$ cat src/rtl/common_pkg.sv
// Shared definitions for the bus fabric.
//   WB_ADDR_WIDTH        : default Wishbone / command address width
//   DATA_WIDTH           : default data bus width
//   wb_initiator_state_t : wb_initiator FSM encoding, exported so benches can probe it
package common_pkg;

  localparam int WB_ADDR_WIDTH = 16;
  localparam int DATA_WIDTH    = 32;

  typedef enum logic [1:0] {
    IDLE     = 2'd0,
    REQUEST  = 2'd1,
    WAIT_ACK = 2'd2
  } wb_initiator_state_t;

endpackage

$ cat src/rtl/wb_initiator.sv
// Wishbone B4 pipelined initiator. Turns a valid/ready command into one
// single-beat Wishbone transaction at a time. A watchdog aborts transactions
// that are never acked and reports them through rsp_err_o.
//
// Ports:
//   wb_clock_i, wb_reset_i        : clock, asynchronous active-high reset
//   cmd_valid_i / cmd_ready_o     : command handshake (accepted on valid & ready)
//   cmd_addr_i, cmd_data_i, cmd_we_i : command address, write data, write enable
//   rsp_valid_o                   : one-cycle completion pulse
//   rsp_data_o                    : read data, held until the next read completes
//   rsp_err_o                     : qualifies rsp_valid_o; 1 = watchdog abort
//   wb_addr_o, wb_data_o, wb_we_o : Wishbone address / write data / write enable
//   wb_cycle_o, wb_strobe_o       : Wishbone CYC / STB
//   wb_data_i, wb_ack_i, wb_stall_i : Wishbone read data / ACK / STALL
module wb_initiator
  import common_pkg::*;
#(
  parameter int ADDR_WIDTH     = common_pkg::WB_ADDR_WIDTH,
  parameter int DATA_WIDTH     = common_pkg::DATA_WIDTH,
  parameter int TIMEOUT_CYCLES = 255
) (
  input  logic                  wb_clock_i,
  input  logic                  wb_reset_i,
  input  logic                  cmd_valid_i,
  output logic                  cmd_ready_o,
  input  logic [ADDR_WIDTH-1:0] cmd_addr_i,
  input  logic [DATA_WIDTH-1:0] cmd_data_i,
  input  logic                  cmd_we_i,
  output logic                  rsp_valid_o,
  output logic [DATA_WIDTH-1:0] rsp_data_o,
  output logic                  rsp_err_o,
  output logic [ADDR_WIDTH-1:0] wb_addr_o,
  output logic [DATA_WIDTH-1:0] wb_data_o,
  input  logic [DATA_WIDTH-1:0] wb_data_i,
  output logic                  wb_we_o,
  output logic                  wb_cycle_o,
  output logic                  wb_strobe_o,
  input  logic                  wb_ack_i,
  input  logic                  wb_stall_i
);

  // A zero timeout would give a zero-width counter; keep at least one bit.
  localparam int WD_RAW = $clog2(TIMEOUT_CYCLES + 1);
  localparam int WD_W   = (WD_RAW < 1) ? 1 : WD_RAW;
  localparam bit WD_EN  = (TIMEOUT_CYCLES != 0);
  // Abort on the edge where the counter would step onto TIMEOUT_CYCLES.
  localparam logic [WD_W-1:0] WD_LAST = WD_W'((TIMEOUT_CYCLES > 0) ? TIMEOUT_CYCLES - 1 : 0);

  wb_initiator_state_t state_reg, state_next;
  logic [WD_W-1:0]       wd_reg, wd_next;
  logic                  ready_reg, ready_next;
  logic                  rsp_valid_reg, rsp_valid_next;
  logic [DATA_WIDTH-1:0] rsp_data_reg, rsp_data_next;
  logic                  rsp_err_reg, rsp_err_next;
  logic [ADDR_WIDTH-1:0] addr_reg, addr_next;
  logic [DATA_WIDTH-1:0] wdata_reg, wdata_next;
  logic                  we_reg, we_next;
  logic                  cyc_reg, cyc_next;
  logic                  stb_reg, stb_next;

  logic ack_taken;
  logic wd_expired;

  always_ff @(posedge wb_clock_i or posedge wb_reset_i) begin
    if (wb_reset_i) begin
      state_reg     <= IDLE;
      wd_reg        <= '0;
      ready_reg     <= 1'b1;
      rsp_valid_reg <= 1'b0;
      rsp_data_reg  <= '0;
      rsp_err_reg   <= 1'b0;
      addr_reg      <= '0;
      wdata_reg     <= '0;
      we_reg        <= 1'b0;
      cyc_reg       <= 1'b0;
      stb_reg       <= 1'b0;
    end else begin
      state_reg     <= state_next;
      wd_reg        <= wd_next;
      ready_reg     <= ready_next;
      rsp_valid_reg <= rsp_valid_next;
      rsp_data_reg  <= rsp_data_next;
      rsp_err_reg   <= rsp_err_next;
      addr_reg      <= addr_next;
      wdata_reg     <= wdata_next;
      we_reg        <= we_next;
      cyc_reg       <= cyc_next;
      stb_reg       <= stb_next;
    end
  end

  always_comb begin
    state_next     = state_reg;
    wd_next        = wd_reg;
    ready_next     = ready_reg;
    rsp_valid_next = 1'b0;
    rsp_data_next  = rsp_data_reg;
    rsp_err_next   = 1'b0;
    addr_next      = addr_reg;
    wdata_next     = wdata_reg;
    we_next        = we_reg;
    cyc_next       = cyc_reg;
    stb_next       = stb_reg;
    ack_taken      = 1'b0;
    wd_expired     = WD_EN && (wd_reg == WD_LAST);

    unique case (state_reg)
      IDLE: begin
        wd_next = '0;
        // Any ack seen here belongs to no transaction and is dropped.
        if (cmd_valid_i && ready_reg) begin
          addr_next  = cmd_addr_i;
          wdata_next = cmd_data_i;
          we_next    = cmd_we_i;
          cyc_next   = 1'b1;
          stb_next   = 1'b1;
          ready_next = 1'b0;
          state_next = REQUEST;
        end
      end

      REQUEST: begin
        wd_next = wd_reg + 1'b1;
        if (!wb_stall_i) begin
          // Strobe accepted this edge; a same-edge ack finishes immediately.
          stb_next   = 1'b0;
          ack_taken  = wb_ack_i;
          state_next = WAIT_ACK;
        end
      end

      WAIT_ACK: begin
        wd_next   = wd_reg + 1'b1;
        ack_taken = wb_ack_i;
      end

      default: begin
        state_next = IDLE;
        cyc_next   = 1'b0;
        stb_next   = 1'b0;
        ready_next = 1'b1;
      end
    endcase

    // Completion and abort override the REQUEST/WAIT_ACK moves above;
    // ack has priority over a timeout on the same edge.
    if (state_reg != IDLE) begin
      if (ack_taken) begin
        if (!we_reg) begin
          rsp_data_next = wb_data_i;
        end
        rsp_valid_next = 1'b1;
        rsp_err_next   = 1'b0;
        cyc_next       = 1'b0;
        stb_next       = 1'b0;
        ready_next     = 1'b1;
        state_next     = IDLE;
      end else if (wd_expired) begin
        rsp_valid_next = 1'b1;
        rsp_err_next   = 1'b1;
        cyc_next       = 1'b0;
        stb_next       = 1'b0;
        ready_next     = 1'b1;
        state_next     = IDLE;
      end
    end
  end

  assign cmd_ready_o = ready_reg;
  assign rsp_valid_o = rsp_valid_reg;
  assign rsp_data_o  = rsp_data_reg;
  assign rsp_err_o   = rsp_err_reg;
  assign wb_addr_o   = addr_reg;
  assign wb_data_o   = wdata_reg;
  assign wb_we_o     = we_reg;
  assign wb_cycle_o  = cyc_reg;
  assign wb_strobe_o = stb_reg;

endmodule

$ cat config.mk
export PLATFORM = sky130hd
export DESIGN_NAME = wb_initiator
export DESIGN_NICKNAME = d
export VERILOG_FILES = /design/src/rtl/common_pkg.sv /design/src/rtl/wb_initiator.sv
export SDC_FILE = /design/constraint.sdc
export NUM_CORES = 1
export LEC_CHECK = 0
export ABC_AREA = 1
export CORE_MARGIN = 5
export CORE_UTILIZATION = 30
export DETAILED_ROUTE_END_ITERATION = 6
export GPL_ROUTABILITY_DRIVEN = 0
export GPL_TIMING_DRIVEN = 1
export PLACE_DENSITY = 0.66
export SETUP_SLACK_MARGIN = 0.02
export SLEW_MARGIN = 20
export SYNTH_ARGS = -nofsm -noshare
export SYNTH_HDL_FRONTEND = slang
export SYNTH_SLANG_ARGS = --single-unit
$ cat constraint.sdc
create_clock -name wb_clock_i -period 5.94 [get_ports wb_clock_i]
set_input_delay 1.485 -clock wb_clock_i [delete_from_list [all_inputs] [get_ports wb_clock_i]]
set_output_delay 1.485 -clock wb_clock_i [all_outputs]
set_load 0.02 [all_outputs]
# After elaboration in Yosys (flattened, before gate mapping)
# Index checks and enable logic that the tools add are counted.
# Widths: inputs -> output; s select.
# totals
register_bits	96
out_inout_bits	86
in_bits	86
elab_cells	53
# classes
n_reduce_logical	7
n_mux	30
n_bitwise	1
addsub	1
eq_ne	3
# ops
operator	n
$mux 1	19
$pmux 8 s2	1
$mux 2	5
$add 8x1->8 const B	1
$eq 8x8->1 const B	1
$pmux 1 s2	3
$pmux 2 s3	1
$reduce_bool 2->1	2
$pmux 1 s3	1
$reduce_and 3->1	1
$eq 2x1->1 const B	1
$eq 2x2->1 const B	1
$logic_not 2->1	1
$reduce_and 2->1	1
$reduce_or 2->1	1
$logic_and 1x1->1	1
$not 1->1	1

# Depth between registers and ports, before layout
# Gate-level depths: netlist of the first run.
# depth
word_depth	6
depth_mapped	9
depth_no_buf	8

# Worst setup path before layout of the first run
# OpenSTA, ideal clock, no wires.
# synth_timing
path_type	input to register
startpoint	in cmd_valid_i
endpoint	reg wdata_reg[0] (netlist: wb_data_o[0])
setup_slack_ps	3685
n_path_buf	2
required_ps	5823
path_stages	7
arrival_ps	2138
path_cell_list	nand2_1 nor2_4 inv_2 buf_2 buf_6 nand2_1 nand2_1
# synth_via
elab_chain_cells	2
# synth_rtl
element	line	text
start, declared	wb_initiator.sv:24	input logic cmd_valid_i,
$logic_and 1x1->1	wb_initiator.sv:111	if (cmd_valid_i && ready_reg) begin
$reduce_and 2->1 (no line)	n/a	
end signal, assigned	wb_initiator.sv:85	wdata_reg <= wdata_next;
end, declared	wb_initiator.sv:56	logic [DATA_WIDTH-1:0] wdata_reg, wdata_next;
# No other way between the ends.
# A chain may end at the register's enable or synchronous reset.

# Worst setup path after layout of the first run
# layout_timing
startpoint	reg ready_reg (netlist: cmd_ready_o)
endpoint	out cmd_ready_o
# layout_lines
element	line	text
start, declared	wb_initiator.sv:51	logic ready_reg, ready_next;
start signal, assigned	wb_initiator.sv:80	ready_reg <= ready_next;
end, declared	wb_initiator.sv:25	output logic cmd_ready_o,
# No word-level cell between the ends.

==> impl_summary.txt, run 1 <==
----------------------------------------------------
[Synthesis]
  Synth Area in Simple Gates ... 31.5%
  Synth Register Bits ... 96
  Mapped Cells ... 461
  EDFF count, synth ... 0
  Most used flip-flop cell after synthesis ... dfrtp_1
  Net count after synthesis ... 553
  Multiplexer fraction of the synthesized cell area ... 0%
  Per-instance average area after synthesis ... 8.64 sq um
  Proportion of netlist area held by the largest area contributor ... 59.7%
  Main combinational cell family by area after synthesis ... simple AND/OR/NAND/NOR gates
  Ranking of synthesized cells by instance count ... nand2_1, dfrtp_1, nand4_1
  Top cells by area, synth ... dfrtp_1, nand2_1, nand4_1, ha_1, nor2_1
  Most instantiated library cell after synthesis ... nand2_1
  Arithmetic-cell share of the synthesized area counting full adders, half adders and majority gates ... 1.89%
  Part of the Yosys area used for sequential elements ... 60.4%
  Cell area after technology mapping ... 0.00398 sq mm
  Synth area leader ... dfrtp_1
  Synth warnings ... 0
  Compound-Gate Fraction of Synth Area ... 1.54%
  Share of synthesized flip-flops with an asynchronous set or reset ... 100%
  Post-Synth XOR/XNOR Area ... 0%
  Number of different library cells in the post-synthesis netlist ... 21

[Route]
  Average detailed-routed wire length per instance ... 14.2 um
  Total iterations of the first detailed-routing run ... 4
  Number of vias per cell ... 4.44
  Detailed router's first-iteration violation count ... 265
  Detailed-route via count ... 3,573
  DRC violation count after routing ... 0
  Antenna-violating nets left ... 0
  DRT Wirelength ... 11,400 um

[Pwr]
  Net switching power figure ... 0.00122 W
  Power per cell area ... 513 mW/mm^2
  Cell-internal power ... 0.00194 W
  Relative contribution of sequential cells to total power ... 34.4%
  PnR Total Power ... 0.00316 W
  Power share of the clock group ... 19.8%
  Worst voltage drop across the vdd grid ... 216 uV
  Net switching fraction of the power ... 38.6%
  Comb power frac ... 45.8%
  Leakage ... 2.98 nW

[Setup path]
  Critical path endpoint category ... primary output
  Worst path arrival time ... 1.47 ns
  Worst path buffer plus inverter count ... 1
  Type of element launching the critical path ... register
  Depth of the worst register-to-register path ... 7
  CP startpoint ... cmd_ready_o$_DFF_PP1_
  Required @ worst endpoint ... 4.45 ns
  Maximum fanout encountered on the critical timing path ... 3
  Critical Path Max Stage Delay ... 0.60 ns
  Startpoint of the worst register-to-register path ... state_reg[0]$_DFF_PP0_
  Setup CP Type ... reg2out
  Top Family by Delay on Critical Path ... buffers and inverters
  Worst path slowest cell ... clkdlybuf4s50_1
  List of cells traversed by the critical path ... clkdlybuf4s50_1
  Number of stages on the worst setup path ... 1

[Final layout]
  Ant diodes ... 0
  Fillers ... 1,252
  Final net count ... 716
  Area growth syn-to-layout ... 54.6%
  Layout cell share with drive strength beyond 1 ... 4.29%

[CTS]
  Clock Sink Count ... 96
  Clock latency on the worst-skew pair ... 0.34 ns
  Number of buffers added for setup after CTS ... 0
  Clock tree root buffer cell ... clkbuf_16
  TritonCTS clock tree ... done
  TritonCTS buffer count ... 9
  Post-CTS Hold Buffers ... 0
  Clock transition at path regs ... 0.06 ns
  CTS Buffer Depth ... 2
  Post-CTS Resized ... 0
  # H-tree levels ... 3

[Die]
  Ports placed on the boundary ... 172
  Die height ... 125 um
  Initial core utilization ... 30.3%
  Horiz. Die Dim ... 125 um
  Die Area ... 0.0157 sq mm
  Std-Cell Core Area ... 0.0131 sq mm
  Number of rows in the core area ... 42

[Global routing]
  Total congestion overflow ... 0
  Initial antenna violation count ... 0
  Maximum number of pins on one net before global-route repair ... 58
  Global-route usage over all layers ... 14.8%
  Met3 demand-to-capacity share in global routing ... 5.03%
  Wire length of the first global-routing pass ... 19,100 um
  Met1 capacity usage during global routing ... 19.2%
  Met2 track demand over resource in global routing ... 23.5%
  GRT Max-Usage Layer ... met2
  Via count of the first global-routing pass ... 3,709

[Timing]
  Fmax achieved ... 338 MHz
  Setup TNS after final layout ... 0 ns
  Largest clock skew in the final design ... 0.00692 ns
  Final critical path time including I/O delays and setup ... 2.96 ns
  Worst max-slew margin expressed relative to the limit ... 33.4%
  Setup repair after global routing missed its margin ... false
  Total of endpoints with negative setup slack in the final report ... 0
  Transition time at the pin with the least slew margin ... 0.993 ns
  Hold Vio Cnt, Final ... 0
  Ratio of final minimum period to clock period ... 49.8%
  Minimum setup slack in the final design ... 2.98 ns
  Final number of max-transition violations ... 0

[Status]
  Status ... finished, final reports clean

[Placed design]
  HPWL reported at the end of detailed placement ... 8250 um
  Minimum setup slack after placement ... 2.66 ns
  Buffers on Ports ... 171

[Run]
  Max-capacitance violation count ... 0

[Worst hold path]
  Hold Crit Class ... reg2reg
  Number of cells on the worst hold path ... 2
  Startpoint of the lowest-slack hold path ... wb_data_o[2]$_DFFE_PP0P_

----------------------------------------------------
-- cell usage in the layout, fill, tap and decap left out --
master           count
nand3_1             10
clkdlybuf4s50_1    171
clkinv_2             2
clkbuf_8             1
inv_4                1
ha_1                 6
nor2_4               1
bufinv_16            2
dfrtp_1             95
inv_6                1
inv_2                3
buf_4                4
nand4_1             34
o21a_1               1
nor2_1              20
or2_2                1
clkbuf_1             1
a21oi_2              1
a21oi_1              3
inv_1               16
dfstp_2              1
o21ai_0              6
and3_1               1
nor3_1               2
clkbuf_16            9
clkinv_1             1
nand2_1            235
-- path summary, 6_finish.rpt --
kind / to / slack [ns]
setup reg to reg: wb_data_o[17]$_DFFE_PP0P_ / 3.51
min in group asynchronous: rsp_data_o[25]$_DFFE_PP0P_ / 1.61
hold / removal: wb_data_o[2]$_DFFE_PP0P_ / 0.47
hold reg to reg: wb_data_o[2]$_DFFE_PP0P_ / 0.47
max in group asynchronous: wb_addr_o[9]$_DFFE_PP0P_ / 3.34
setup / recovery: cmd_ready_o / 2.98
-- kinds of logic (layout without fill, tap and decap cells) --
kind of cell	after synthesis	in the layout
AOI/OAI and AO/OA	11	11
adders and majority gates	6	6
buffers and inverters	44	212
DFF	96	96
and+or+nand+nor	304	304
-- area by class of cell --
cell class | instances | area, sq um | area share, %
well taps | 176 | 220 | 3.58
inverters | 21 | 81.3 | 1.32
multi-input cells | 321 | 1390 | 22.6
clock inverters | 5 | 78.8 | 1.28
clock buffers | 11 | 243 | 3.94
flip-flops and latches | 96 | 2400 | 39.0
repair buffers | 175 | 1740 | 28.3
-- power by group through the flow --
stage                     Combinational (W)  Sequential (W)  Clock, W
after floorplan                    0.000445         0.00139         0
after global placement              0.00144         0.00109         0
after detailed placement            0.00147         0.00109         0
after CTS                           0.00147         0.00109  0.000647
after global routing                0.00157         0.00112  0.000676
final                               0.00145         0.00109  0.000625
-- metal layers --
metal | vias up | wire length [um] | share of wire (%)
li1 | 1772 | - | -
met1 | 1661 | 5110 | 45
met2 | 125 | 5290 | 46
met3 | 15 | 809 | 7.1
met4 | 0 | 210 | 1.8
met5 | - | 0 | 0
-- metrics by stage --
step	hold slack, ns	util, %	instance area, sq um	instances
global placement	0.454	44.4	5840	789
floorplan	0.485	-	3980	461
CTS	0.474	46.9	6160	805
detailed placement	0.464	44.4	5840	789
finish	0.474	46.9	6160	805
global route	0.496	46.9	6160	805
-- worst reg2reg max path: stages (launching register included) --
cell	delay, ns
dfrtp_1	0.40
inv_1	0.09
ha_1	0.24
inv_2	0.52
nor2_4	0.22
inv_2	0.63
nand2_1	0.16
nand2_1	0.11
No activity file was read; power rests on OpenSTA's default activity.
==> inputs of run 2 (changes only) <==
--- a/config.mk
+++ b/config.mk
@@ -11,7 +11,7 @@
 export DETAILED_ROUTE_END_ITERATION = 6
 export GPL_ROUTABILITY_DRIVEN = 0
 export GPL_TIMING_DRIVEN = 1
-export PLACE_DENSITY = 0.66
+export PLACE_DENSITY = 0.69
 export SETUP_SLACK_MARGIN = 0.02
 export SLEW_MARGIN = 20
 export SYNTH_ARGS = -nofsm -noshare
==> constraint.sdc (replaced) <==
create_clock -name wb_clock_i -period 2.7 [get_ports wb_clock_i]
set_input_delay 0.675 -clock wb_clock_i [delete_from_list [all_inputs] [get_ports wb_clock_i]]
set_output_delay 0.675 -clock wb_clock_i [all_outputs]
set_load 0.02 [all_outputs]
==> run 2 against run 1 <==
Effect of this change:
- clock skew rose by 0.0012 ns
- global-route usage down 0.37 points
- non-clock buffer count rose by 2
- wire length fell by 3.5%
- clock-buffer cell count grew 1
- core utilization grew 0.067 points
- register-to-register slack got worse by 2.9 ns
- combinational power rose by 120%
- clock power rose by 110%
- cell area is 0.14% higher
==> impl_summary.txt, run 2 (synthesized netlist as in run 1, its figures left out) <==
----------------------------------------------------
[Status]
  Status ... finished, final reports clean

[Final layout]
  Area growth syn-to-layout ... 54.9%
  Most common cell after layout, fill and taps aside ... nand2_1
  Most frequent cells in the layout ... nand2_1, clkdlybuf4s50_1, dfrtp_1
  Layout cell share with drive strength beyond 1 ... 4.60% (+0.31 points)
  Multi-input gate area in the final layout ... 0.00139 sq mm (unchanged)
  Count of non-filler cells in the finished layout ... 806 (+0.12%)
  Final cell utilization of the core ... 46.9% (+0.067 points)
  Sequential cell area in the final layout ... 0.00240 sq mm (unchanged)
  Final net count ... 718 (+0.28%)
  Ant diodes ... 0 (unchanged)
  Fillers ... 1,219 (-2.6%)

[Setup path]
  Worst r2r dst ... rsp_data_o[27]$_DFFE_PP0P_
  Depth of the worst register-to-register path ... 5 (-2)
  Required @ worst endpoint ... 2.03 ns (-2.42 ns)
  Type of element launching the critical path ... register
  Startpoint of the worst register-to-register path ... wb_we_o$_DFFE_PP0P_
  Worst path slowest cell ... clkdlybuf4s50_1
  Worst path buffer plus inverter count ... 1 (unchanged)
  Maximum fanout encountered on the critical timing path ... 3 (unchanged)
  Top Family by Delay on Critical Path ... buffers and inverters
  Register-to-register setup slack ... 0.62 ns (-2.89 ns)
  List of cells traversed by the critical path ... clkdlybuf4s50_1
  Worst path arrival time ... 1.48 ns (about the same)
  Critical Path Max Stage Delay ... 0.60 ns (about the same)
  Setup CP Type ... reg2out
  Critical path endpoint category ... primary output

[Route]
  Total iterations of the first detailed-routing run ... 5 (+1)
  Number of vias per cell ... 4.46 (+0.43%)
  Detailed router's first-iteration violation count ... 232 (-12%)
  DRT Wirelength ... 11,000 um (-3.5%)
  DRC violation count after routing ... 0 (unchanged)
  Antenna-violating nets left ... 0 (unchanged)
  Detailed-route via count ... 3,593 (+0.56%)
  Average detailed-routed wire length per instance ... 13.7 um (-3.7%)

[CTS]
  CTS Buffer Depth ... 2 (unchanged)
  Post-CTS Hold Buffers ... 0 (unchanged)
  # H-tree levels ... 3 (unchanged)
  TritonCTS clock tree ... done
  Clock tree root buffer cell ... clkbuf_16
  Clock latency on the worst-skew pair ... 0.34 ns (about the same)
  Clock transition at path regs ... 0.06 ns (about the same)
  TritonCTS buffer count ... 9 (unchanged)
  Number of buffers added for setup after CTS ... 0 (unchanged)
  Post-CTS Resized ... 0 (unchanged)
  Clock Sink Count ... 96 (unchanged)

[Timing]
  Largest clock skew in the final design ... 0.00812 ns (+0.00120 ns)
  Worst max-slew margin expressed relative to the limit ... 37.3% (+3.9 points)
  Minimum setup slack in the final design ... 0.543 ns (-2.44 ns)
  Final critical path time including I/O delays and setup ... 2.16 ns
  Setup TNS after final layout ... 0 ns (unchanged)
  Fmax achieved ... 464 MHz
  Hold Vio Cnt, Final ... 0 (unchanged)
  Final number of max-transition violations ... 0 (unchanged)
  Ratio of final minimum period to clock period ... 79.9%
  Transition time at the pin with the least slew margin ... 0.935 ns (-0.0580 ns)
  Setup repair after global routing missed its margin ... false
  Total of endpoints with negative setup slack in the final report ... 0 (unchanged)

[Worst hold path]
  Startpoint of the lowest-slack hold path ... wb_addr_o[3]$_DFFE_PP0P_
  Hold Crit Class ... reg2reg
  Worst Hold Endpoint ... wb_addr_o[3]$_DFFE_PP0P_
  Number of cells on the worst hold path ... 2 (unchanged)

[Placed design]
  Buffers on Ports ... 171 (unchanged)
  Placed Cells ... 791 (+0.25%)
  HPWL reported at the end of detailed placement ... 8070 um (-2.2%)
  Minimum setup slack after placement ... 0.497 ns (-2.16 ns)

[Pwr]
  Worst voltage drop across the vdd grid ... 457 uV (+110%)
  Power per cell area ... 1120 mW/mm^2 (+120%)
  Leakage ... 2.98 nW (about the same)

[Die]
  Die Area ... 0.0157 sq mm (unchanged)
  Initial core utilization ... 30.3% (unchanged)
  Std-Cell Core Area ... 0.0131 sq mm (unchanged)
  Horiz. Die Dim ... 125 um (unchanged)
  Number of rows in the core area ... 42 (unchanged)
  Die height ... 125 um (unchanged)
  Ports placed on the boundary ... 172 (unchanged)

[Global routing]
  Initial antenna violation count ... 1 (+1)
  Global-route usage over all layers ... 14.4% (-0.37 points)
  Total congestion overflow ... 0 (unchanged)
  Via count of the first global-routing pass ... 3,716 (+0.19%)
  Wire length of the first global-routing pass ... 18,600 um (-2.3%)
  Maximum number of pins on one net before global-route repair ... 53 (-8.6%)

[Run]
  Max-capacitance violation count ... 0 (unchanged)

----------------------------------------------------
[run 2: changes by cell type in the layout (fill, tap and decap cells not counted), sizes merged]
cell and change:
buf +2, clkinv -2, bufinv -1, clkbuf +1, clkinvlp +1
[run 2: worst max-delay path by stage]
stage | from | to | slack [ns] | cells past startpoint
floorplan | wb_reset_i | rsp_data_o[0]$_DFFE_PP0P_ | 0.89 | 1
global placement | cmd_valid_i | state_reg[0]$_DFF_PP0_ | 0.51 | 7
detailed placement | cmd_valid_i | wb_strobe_o$_DFF_PP0_ | 0.50 | 7
CTS | cmd_ready_o$_DFF_PP1_ | cmd_ready_o | 0.51 | 1
global route | wb_we_o$_DFFE_PP0P_ | rsp_data_o[9]$_DFFE_PP0P_ | 0.41 | 5
finish | cmd_ready_o$_DFF_PP1_ | cmd_ready_o | 0.54 | 1
[run 2: stage by stage]
stage	hold WS, ns	cell area [sq um]	total power, W
3_5_place_dp	0.459	5850	0.00563
5_1_grt	0.488	6170	0.00737
3_3_place_gp	0.454	5850	0.00557
4_1_cts	0.475	6170	0.00700
2_1_floorplan	0.485	3990	0.00404
6_report	0.470	6170	0.00690
[run 2: area by class of cell]
class | instances | share of cell area (%)
inverter | 21 | 1.34
sequential | 96 | 39.0
timing repair buffer | 177 | 28.5
clock inverter | 3 | 0.771
clock buffer | 12 | 4.32
tap | 176 | 3.57
multi-input combinational | 321 | 22.5
[run 2: metal layers]
| metal | GRT usage [%] | wire (um) | vias up |
|---|---|---|---|
| met2 | 22.2 | 5000 | 149 |
| met5 | 0 | 13 | - |
| li1 | - | - | 1775 |
| met1 | 18.4 | 4780 | 1651 |
| met4 | 3.83 | 148 | 2 |
| met3 | 6.87 | 1070 | 16 |
[run 2: report_power, final]
group	leakage, nW	internal, W	switching (W)	total, W
clock network	0.156	0.000795	0.000522	0.00132
registers	1.22	0.00204	0.000362	0.00240
logic	1.60	0.00141	0.00177	0.00318
total	2.98	0.00424	0.00266	0.00690
==> inputs of run 3 (changes only) <==
--- a/config.mk
+++ b/config.mk
@@ -11,7 +11,7 @@
 export DETAILED_ROUTE_END_ITERATION = 6
 export GPL_ROUTABILITY_DRIVEN = 0
 export GPL_TIMING_DRIVEN = 1
-export PLACE_DENSITY = 0.69
+export PLACE_DENSITY = 0.66
 export SETUP_SLACK_MARGIN = 0.02
 export SLEW_MARGIN = 20
 export SYNTH_ARGS = -nofsm -noshare
==> constraint.sdc (replaced) <==
create_clock -name wb_clock_i -period 2.1 [get_ports wb_clock_i]
set_input_delay 0.525 -clock wb_clock_i [delete_from_list [all_inputs] [get_ports wb_clock_i]]
set_output_delay 0.525 -clock wb_clock_i [all_outputs]
set_load 0.02 [all_outputs]
==> run 3 against run 2 <==
Effect of this change:
- critical path type unchanged
- largest power group unchanged
- core utilization grew 0.14 points
- wire length grew 1.4%
- clock-buffer cell count is the same
==> impl_summary.txt, run 3 (synthesized netlist as in run 1, its figures left out) <==
----------------------------------------------------
[Status]
  Status ... finished, final reports clean

[Die]
  Initial core utilization ... 30.3% (unchanged)
  Die Area ... 0.0157 sq mm (unchanged)
  Ports placed on the boundary ... 172 (unchanged)
  Horiz. Die Dim ... 125 um (unchanged)
  Die height ... 125 um (unchanged)
  Std-Cell Core Area ... 0.0131 sq mm (unchanged)
  Number of rows in the core area ... 42 (unchanged)

[Pwr]
  Cell-internal power ... 0.00532 W (+25%)
  Worst voltage drop across the vdd grid ... 552 uV (+21%)
  Net switching fraction of the power ... 39.2% (+0.69 points)
  Comb power frac ... 47.7% (+1.6 points)
  Leakage ... 2.97 nW (-0.18%)
  Relative contribution of sequential cells to total power ... 35.0% (+0.2 points)
  Power per cell area ... 1410 mW/mm^2 (+26%)
  Power share of the clock group ... 17.3% (-1.8 points)
  Net switching power figure ... 0.00343 W (+29%)

[Route]
  DRC violation count after routing ... 0 (unchanged)
  Total iterations of the first detailed-routing run ... 4 (-1)
  Detailed-route via count ... 3,610 (+0.47%)
  DRT Wirelength ... 11,200 um (+1.4%)
  Number of vias per cell ... 4.47 (+0.22%)
  Average detailed-routed wire length per instance ... 13.8 um (+1.1%)
  Detailed router's first-iteration violation count ... 216 (-6.9%)
  Antenna-violating nets left ... 0 (unchanged)

[Final layout]
  Ant diodes ... 0 (unchanged)
  Most common cell after layout, fill and taps aside ... nand2_1
  Most frequent cells in the layout ... nand2_1, clkdlybuf4s50_1, dfrtp_1
  Sequential cell area in the final layout ... 0.00240 sq mm (unchanged)
  Area growth syn-to-layout ... 55.3%
  Final net count ... 719 (+0.14%)
  Final cell utilization of the core ... 47.1% (+0.14 points)
  Fillers ... 1,256 (+3.0%)
  Multi-input gate area in the final layout ... 0.00139 sq mm (unchanged)
  Layout cell share with drive strength beyond 1 ... 4.59% (-0.015 points)

[Setup path]
  Critical path endpoint category ... primary output
  Critical Path Max Stage Delay ... 0.60 ns (about the same)
  Register-to-register setup slack ... 0.26 ns (-0.36 ns)
  Type of element launching the critical path ... register
  Depth of the worst register-to-register path ... 9 (+4)
  Worst path slowest cell ... clkdlybuf4s50_1
  Worst path arrival time ... 1.49 ns (about the same)
  Startpoint of the worst register-to-register path ... state_reg[1]$_DFF_PP0_
  Required @ worst endpoint ... 1.57 ns (-0.46 ns)
  Setup CP Type ... reg2out
  Top Family by Delay on Critical Path ... buffers and inverters
  Worst path buffer plus inverter count ... 1 (unchanged)
  Worst r2r dst ... state_reg[1]$_DFF_PP0_
  List of cells traversed by the critical path ... clkdlybuf4s50_1
  Maximum fanout encountered on the critical timing path ... 3 (unchanged)

[Timing]
  Minimum setup slack in the final design ... 0.0869 ns (-0.456 ns)
  Largest clock skew in the final design ... 0.00603 ns (-0.00209 ns)
  Hold Vio Cnt, Final ... 0 (unchanged)
  Setup repair after global routing missed its margin ... false
  Total of endpoints with negative setup slack in the final report ... 0 (unchanged)
  Setup TNS after final layout ... 0 ns (unchanged)
  Transition time at the pin with the least slew margin ... 0.787 ns (-0.147 ns)
  Final critical path time including I/O delays and setup ... 2.01 ns
  Ratio of final minimum period to clock period ... 95.9%
  Worst max-slew margin expressed relative to the limit ... 47.5% (+10 points)
  Fmax achieved ... 497 MHz
  Final number of max-transition violations ... 0 (unchanged)

[CTS]
  # H-tree levels ... 3 (unchanged)
  Clock tree root buffer cell ... clkbuf_16
  TritonCTS clock tree ... done
  Post-CTS Resized ... 0 (unchanged)
  Post-CTS Hold Buffers ... 0 (unchanged)
  CTS Buffer Depth ... 2 (unchanged)
  Number of buffers added for setup after CTS ... 0 (unchanged)
  Clock Sink Count ... 96 (unchanged)
  TritonCTS buffer count ... 9 (unchanged)
  Clock transition at path regs ... 0.06 ns (about the same)
  Clock latency on the worst-skew pair ... 0.34 ns (about the same)

[Global routing]
  Total congestion overflow ... 0 (unchanged)
  Global-route usage over all layers ... 14.7% (+0.30 points)
  Maximum number of pins on one net before global-route repair ... 97 (+83%)
  Via count of the first global-routing pass ... 3,806 (+2.4%)
  Initial antenna violation count ... 1 (unchanged)
  Wire length of the first global-routing pass ... 18,900 um (+1.4%)

[Worst hold path]
  Hold Crit Class ... reg2reg
  Startpoint of the lowest-slack hold path ... wb_addr_o[5]$_DFFE_PP0P_
  Number of cells on the worst hold path ... 2 (unchanged)
  Worst Hold Endpoint ... wb_addr_o[5]$_DFFE_PP0P_

[Run]
  Max-capacitance violation count ... 0 (unchanged)

[Placed design]
  Buffers on Ports ... 171 (unchanged)
  Minimum setup slack after placement ... 0.00543 ns (-0.491 ns)
  HPWL reported at the end of detailed placement ... 8010 um (-0.80%)

----------------------------------------------------
[run 3: changes by cell type in the layout (fill, tap and decap cells not counted), sizes merged]
cell	previous run	this run
clkinvlp	1	3
buf	6	7
bufinv	1	0
clkinv	1	2
inv	21	20
[run 3: metrics by stage]
step	cell area [sq um]	hold WS, ns	cells	power [W]
final	6190	0.467	808	0.00875
after CTS	6190	0.473	808	0.00889
after global placement	5910	0.453	792	0.00723
after detailed placement	5910	0.457	792	0.00731
after global routing	6190	0.494	808	0.00934
after floorplan	3990	0.485	461	0.00520
[run 3: worst max path at each step]
stage / from / to / slack, ns / depth (start not counted)
CTS: cmd_ready_o$_DFF_PP1_ / cmd_ready_o / 0.06 / 1
detailed placement: cmd_valid_i / state_reg[0]$_DFF_PP0_ / 0.005 / 7
global placement: cmd_valid_i / state_reg[0]$_DFF_PP0_ / 0.04 / 7
floorplan: wb_reset_i / rsp_data_o[0]$_DFFE_PP0P_ / 0.44 / 1
finish: cmd_ready_o$_DFF_PP1_ / cmd_ready_o / 0.09 / 1
global route: cmd_ready_o$_DFF_PP1_ / cmd_ready_o / 0.04 / 1
[run 3: layer usage]
layer	track usage [%]	part of all wire, %	routed length, um	vias to the layer above
met5	0	0	0	-
met4	5.10	1.5	172	0
met3	4.90	7.3	817	13
met2	24.1	47	5300	123
met1	18.3	44	4880	1692
li1	-	-	-	1782
[run 3: power by group through the flow]
stage / Combinational (W) / Clock, W / Sequential (W)
after global placement: 0.00415 / 0 / 0.00308
final: 0.00417 / 0.00151 / 0.00306
after CTS: 0.00423 / 0.00158 / 0.00307
after global routing: 0.00453 / 0.00165 / 0.00317
after floorplan: 0.00126 / 0 / 0.00394
after detailed placement: 0.00423 / 0 / 0.00308
[run 3: area by class of cell]
| class | instances | area share [%] |
|---|---|---|
| Multi-Input combinational cell | 321 | 22.5 |
| Clock inverter | 4 | 0.465 |
| Sequential cell | 96 | 38.9 |
| Inverter | 21 | 1.33 |
| Clock buffer | 12 | 3.98 |
| Timing Repair Buffer | 178 | 29.3 |
| Tap cell | 176 | 3.56 |
